## config.mk

```make
export PLATFORM = sky130hd
export DESIGN_NAME = exec_wb
export DESIGN_NICKNAME = d
export VERILOG_FILES = /design/src/rtl/exec_wb_pkg.sv /design/src/rtl/sync_fifo.sv /design/src/rtl/exec_wb.sv
export SDC_FILE = /design/constraint.sdc
export NUM_CORES = 1
export LEC_CHECK = 0
export ABC_AREA = 1
export BUFFER_PORTS_ARGS = -buffer_cell sky130_fd_sc_hd__buf_4
export CORE_MARGIN = 5
export CORE_UTILIZATION = 61
export CTS_CLUSTER_DIAMETER = 200
export DETAILED_ROUTE_END_ITERATION = 10
export PLACE_DENSITY = 0.83
export SLEW_MARGIN = 20
export SYNTH_ARGS = -nofsm -noshare
export SYNTH_HDL_FRONTEND = slang
export SYNTH_HIERARCHICAL = 1
export SYNTH_SLANG_ARGS = --single-unit
```

## constraint.sdc

```tcl
create_clock -name clk -period 8.45 [get_ports clk]
set_input_delay 0.845 -clock clk [delete_from_list [all_inputs] [get_ports clk]]
set_output_delay 0.845 -clock clk [all_outputs]
set_load 0.005 [all_outputs]
```

## src/rtl/exec_wb_pkg.sv

```systemverilog
// Shared types for the exec-to-writeback buffer:
// the exec result bundle, FSM states and default depth.
package exec_wb_pkg;

  localparam int WB_DEPTH = 4;

  typedef struct packed {
    logic [4:0]  rd_idx;
    logic [31:0] rd_val;
    logic        br_valid;
    logic [31:0] br_target;
  } exec_result;

  typedef enum logic [1:0] {
    RUN,
    BR_WAIT,
    REDIRECT
  } wb_state_e;

endpackage

```

## src/rtl/sync_fifo.sv

```systemverilog
// Power-of-two FIFO with occupancy count and synchronous clear.
// Entry storage is not reset; callers must gate rdata_o on empty_o.
module sync_fifo #(
  parameter int WIDTH = 8,
  parameter int DEPTH = 4
) (
  input  logic                   clk,
  input  logic                   rst,
  input  logic                   clr_i,
  input  logic                   push_i,
  input  logic                   pop_i,
  input  logic [WIDTH-1:0]       wdata_i,
  output logic [WIDTH-1:0]       rdata_o,
  output logic [$clog2(DEPTH):0] count_o,
  output logic                   empty_o
);

  localparam int AW = $clog2(DEPTH);
  localparam logic [AW:0] FULL = (AW+1)'(DEPTH);

  logic [WIDTH-1:0] mem_q [DEPTH];
  logic [AW-1:0]    wr_q, wr_d;
  logic [AW-1:0]    rd_q, rd_d;
  logic [AW:0]      cnt_q, cnt_d;
  logic             do_push;
  logic             do_pop;

  assign do_push = push_i && (cnt_q != FULL) && !clr_i;
  assign do_pop  = pop_i && (cnt_q != '0) && !clr_i;

  always_comb begin
    wr_d  = wr_q;
    rd_d  = rd_q;
    cnt_d = cnt_q;
    if (clr_i) begin
      wr_d  = '0;
      rd_d  = '0;
      cnt_d = '0;
    end else begin
      if (do_push) wr_d = wr_q + 1'b1;
      if (do_pop)  rd_d = rd_q + 1'b1;
      if (do_push && !do_pop)
        cnt_d = cnt_q + 1'b1;
      else if (!do_push && do_pop)
        cnt_d = cnt_q - 1'b1;
    end
  end

  always_ff @(posedge clk or posedge rst) begin
    if (rst) begin
      wr_q  <= '0;
      rd_q  <= '0;
      cnt_q <= '0;
    end else begin
      wr_q  <= wr_d;
      rd_q  <= rd_d;
      cnt_q <= cnt_d;
    end
  end

  always_ff @(posedge clk) begin
    if (do_push) mem_q[wr_q] <= wdata_i;
  end

  assign rdata_o = mem_q[rd_q];
  assign count_o = cnt_q;
  assign empty_o = (cnt_q == '0);

endmodule

```

## src/rtl/exec_wb.sv

```systemverilog
// Writeback buffer between exec and the register file; holds
// intake after a branch until its redirect pulse has been sent.
module exec_wb
  import exec_wb_pkg::*;
#(
  parameter int DEPTH = WB_DEPTH
) (
  input  logic        clk,
  input  logic        rst,
  input  logic        in_valid,
  output logic        in_ready,
  input  exec_result  in_result,
  output logic        wb_valid,
  input  logic        wb_ready,
  output logic [4:0]  wb_idx,
  output logic [31:0] wb_val,
  output logic        redirect_valid,
  output logic [31:0] redirect_target,
  input  logic        flush
);

  localparam int CW = $clog2(DEPTH) + 1;
  localparam logic [CW-1:0] DEPTH_C = CW'(DEPTH);

  wb_state_e   state_q, state_d;
  logic [31:0] tgt_q, tgt_d;

  exec_result  head;
  logic [CW-1:0] count;
  logic        empty;
  logic        push;
  logic        pop;
  logic        head_wr;

  assign in_ready = !rst && (state_q == RUN) &&
                    (count < DEPTH_C) && !flush;

  // Plain rd=0 results carry nothing to write or redirect.
  assign push = in_valid && in_ready &&
                ((in_result.rd_idx != '0) || in_result.br_valid);

  assign head_wr  = !empty && (head.rd_idx != '0);
  assign wb_valid = head_wr && !flush;

  // A stored rd=0 head is always a branch: retire it unconditionally.
  assign pop = !flush && !empty &&
               (head_wr ? wb_ready : 1'b1);

  assign wb_idx = empty ? '0 : head.rd_idx;
  assign wb_val = empty ? '0 : head.rd_val;

  assign redirect_valid  = (state_q == REDIRECT) && !flush;
  assign redirect_target = tgt_q;

  sync_fifo #(
    .WIDTH ($bits(exec_result)),
    .DEPTH (DEPTH)
  ) u_fifo (
    .clk     (clk),
    .rst     (rst),
    .clr_i   (flush),
    .push_i  (push),
    .pop_i   (pop),
    .wdata_i (in_result),
    .rdata_o (head),
    .count_o (count),
    .empty_o (empty)
  );

  always_comb begin
    state_d = state_q;
    tgt_d   = tgt_q;
    if (flush) begin
      state_d = RUN;
    end else begin
      unique case (state_q)
        RUN: begin
          if (push && in_result.br_valid)
            state_d = BR_WAIT;
        end
        BR_WAIT: begin
          if (pop && head.br_valid) begin
            state_d = REDIRECT;
            tgt_d   = head.br_target;
          end
        end
        REDIRECT: state_d = RUN;
        default:  state_d = RUN;
      endcase
    end
  end

  always_ff @(posedge clk or posedge rst) begin
    if (rst) begin
      state_q <= RUN;
      tgt_q   <= '0;
    end else begin
      state_q <= state_d;
      tgt_q   <= tgt_d;
    end
  end

endmodule

```

==> out/qor.csv <==
stage,metric,value,unit
status,status,"finished, final reports clean",
worst_setup_path,cp.buffers_inverters,4,
pwr,switchingPower,0.639,mW
worst_setup_path,r2r_cells,13,
die,pin_count,147,
synthesis,syn-num-nets,1078,
clock_network,htree_levels,1,
clock_network,root_buffer,clkbuf_16,
worst_setup_path,slowest_stage,inv_6,
route,wl_per_cell,20.7,um
worst_setup_path,path_class,flip-flop to output pin,
global_routing,use_met2,41.1,%
clock_network,cts.clk_slew.worst_paths,0.07,ns
route,drtIter0Drc,944,
finish,fin_cells,1415,
worst_setup_path,path_common_cell,inv_1,
worst_setup_path,path_max_fanout,141,
synthesis,ys_top_cells_by_count,"280 x edfxtp_1, 190 x nor2_1, 112 x o21ai_0, 88 x nand2_1, 71 x o22ai_1",
global_routing,antenna_found_initial,0,
timing,worstMarginPinSlew,1.03,ns
worst_setup_path,cp_slowest_stage_delay,0.81,ns
global_routing,grt_max_degree,142,
synthesis,synth-seq-cells,321,
synthesis,yosysUniqueCellTypes,28,
synthesis,synth-edff-count,280,
finish,utilization,73.3,%
clock_network,numCtsBuffers,29,
timing,fmax,248,MHz
synthesis,yosys.area.top_type,edfxtp_1,
finish,final_area,14900,um2
die,num_rows,52,
synthesis,synthAdderAreaFrac,0.648,%
pwr,irDropWorstVdd,159,uV
global_routing,gr-max-usage-layer,met2,
synthesis,syn_inst,997,
route,vias,8492,
clock_network,clockBufferDepth,3,
timing,setup_viol,0,
route,routed_wl,29.3,mm
synthesis,synthesis.area,12700,um2
timing,finalClockSkew,0.0162,ns
synthesis,ys_top_cells_by_area,"edfxtp_1 66%, dfrtp_1 8.1%, nor2_1 5.6%, o21ai_0 4.4%, o22ai_1 3.5%",
die,start_util,62.5,%
timing,max_slew_margin,31.2,%
worst_setup_path,r2r-start,u_fifo/rd_q[0],
timing,drv_slew,0,
route,routed_via_density,6.00,
global_routing,met1_usage,31.3,%
synthesis,muxShareOfSynthArea,0,%
synthesis,yosysWarnings,6,
synthesis,synthFlopType,edfxtp_1,
synthesis,synth_simple_gate_area_share,10.8,%
worst_setup_path,cp.required,7.61,ns
die,die_w,154,um
finish,diodes,0,
timing,period_minus_slack,4.03,ns
worst_setup_path,crit_family,buffers and inverters,
global_routing,use_met3,3.38,%
synthesis,synth-xor-area-share,0,%
pwr,p_comb_share,4.6,%
synthesis,syn_avg_cell_area,12.8,um2
worst_setup_path,path_depth,8,
place,port_buffers,146,
pwr,p_clk_share,41.7,%
worst_setup_path,r2r_slack,4.58,ns
pwr,p_leak,5.77,nW
hold_path,worst_hold_path_type,input pin to asynchronous set/reset pin,
job,cap_violations,0,
worst_setup_path,r2r_end,u_fifo/count_o[2],
synthesis,ys_seq_area_share,74.1,%
clock_network,cts.sinks,321,
place,post-place-ws,4.31,ns
timing,finalHoldViolCount,0,
synthesis,synth_top_family_by_area,simple AND/OR/NAND/NOR gates,
synthesis,synth.most_common_cell,edfxtp_1,
worst_setup_path,arrival,3.18,ns
place,place_area,13900,um2
clock_network,cts_resized,0,
global_routing,grt_pass1_wl,45.0,mm
clock_network,clock_latency,0.55,ns
worst_setup_path,end_kind,output pin,
pwr,p_sw_share,19.6,%
global_routing,grt.total_usage,23.7,%
synthesis,ys_async_sr_fraction,12.8,%
die,core,20400,um2
finish,area_delta_synth_final,17.2,%
place,gp_congestion,0.796,
clock_network,cts_tree,yes,
timing,setup_slack,4.42,ns
finish,drive_above_1_share,18.5,%
clock_network,cts-hold-fix-buffers,0,
route,antenna_left,0,
timing,setup-tns-final,0,ns
finish,fin_nets,1203,
worst_setup_path,start_kind,flip-flop,
place,placedCellCount,1358,
pwr,internal_power,2.62,mW
timing,fin_crit_sh,47.7,%
timing,grt_setup_unrepaired,no,
synthesis,synth.top_cell.area_share,66.0,%
global_routing,grt_pass1_vias,8539,
synthesis,synth_compound_area_share,9.20,%
route,drc,0,
place,dpl.hpwl,15.7,mm
pwr,power_density,218,nW/um2
worst_setup_path,cp_cell_sequence,inv_6 -> o21ai_0 -> o22ai_1 -> inv_1 -> nand3_1 -> nand2_1 -> inv_1 -> buf_4,
die,die_area,23900,um2
die,die_h,154,um
pwr,p_seq_share,53.7,%
route,dr.pass1.iters,6,
clock_network,postCtsSetupBuffers,0,
global_routing,overflow,0,
## power groups by stage
stage,clock (mW),combinational [mW],sequential (mW)
3_5_place_dp,0,0.144,1.78
3_3_place_gp,0,0.139,1.78
4_1_cts,1.37,0.146,1.75
6_report,1.36,0.149,1.75
2_1_floorplan,0,0.0550,1.78
5_1_grt,1.44,0.162,1.75
## per-stage QoR
| stage | power (mW) | hold slack (ns) |
|---|---|---|
| final | 3.26 | 0.259 |
| after global routing | 3.36 | 0.272 |
| after CTS | 3.27 | 0.254 |
| after detailed placement | 1.93 | 0.467 |
| after global placement | 1.92 | 0.468 |
| after floorplan | 1.84 | 0.473 |
## cells in the final DEF, fill, tap and decap left out, types with 2 or more instances in the layout
master,synthesis,routed
clkinv_1,1,10
clkbuf_1,13,7
nor2_1,190,186
buf_4,0,155
o22ai_1,71,70
clkbuf_16,0,29
bufinv_16,0,6
o21ai_0,112,112
edfxtp_1,280,280
nand2_1,88,88
inv_2,2,2
clkinv_2,0,2
o21ai_1,29,29
inv_1,57,56
nand4_1,36,36
inv_6,1,2
ha_1,5,5
nand3_1,11,11
dfrtp_1,41,39
buf_16,0,3
nor2_4,0,4
## how the worst max path moves through the flow
| stage | end | slack (ns) | from |
|---|---|---|---|
| floorplan | u_fifo/mem_q[0][0] | 3.27 | flush |
| global placement | u_fifo/count_o[2] | 4.47 | u_fifo/rd_q[0] |
| detailed placement | u_fifo/count_o[2] | 4.31 | u_fifo/rd_q[0] |
| CTS | u_fifo/count_o[2] | 4.28 | u_fifo/rd_q[0] |
| global route | wb_valid | 4.27 | u_fifo/rd_q[0] |
| finish | wb_valid | 4.42 | u_fifo/rd_q[0] |
## state kept, by name, summed over array words and instances, names as in the netlist
| name | cells |
|---|---|
| u_fifo/mem_q | 280 |
| redirect_target | 32 |
| u_fifo/count_o | 3 |
| state_q | 2 |
| u_fifo/rd_q | 2 |
| u_fifo/wr_q | 2 |
## area by class of cell
cell class | count | area (um2)
flip-flops and latches | 321 | 9440
inverters | 62 | 243
repair buffers | 158 | 1250
clock inverters | 18 | 236
clock buffers | 36 | 752
fillers | 1200 | 5430
multi-input cells | 550 | 2680
well taps | 270 | 338
## kinds of logic (layout without fill, tap and decap cells)
| logic type | after synthesis | after routing |
|---|---|---|
| buffers and inverters | 126 | 274 |
| adder cells (fa/ha/maj) | 6 | 6 |
| flip-flops | 321 | 321 |
| AO/OA/AOI/OAI | 214 | 214 |
| AND/OR/NAND/NOR | 330 | 330 |
## metal layers
metal	routed length, um	part of all wire [%]
met1	11100	38
met2	15000	51
met3	2590	8.8
met4	660	2.3
met5	0	0
(Power assumes the default switching activity.)
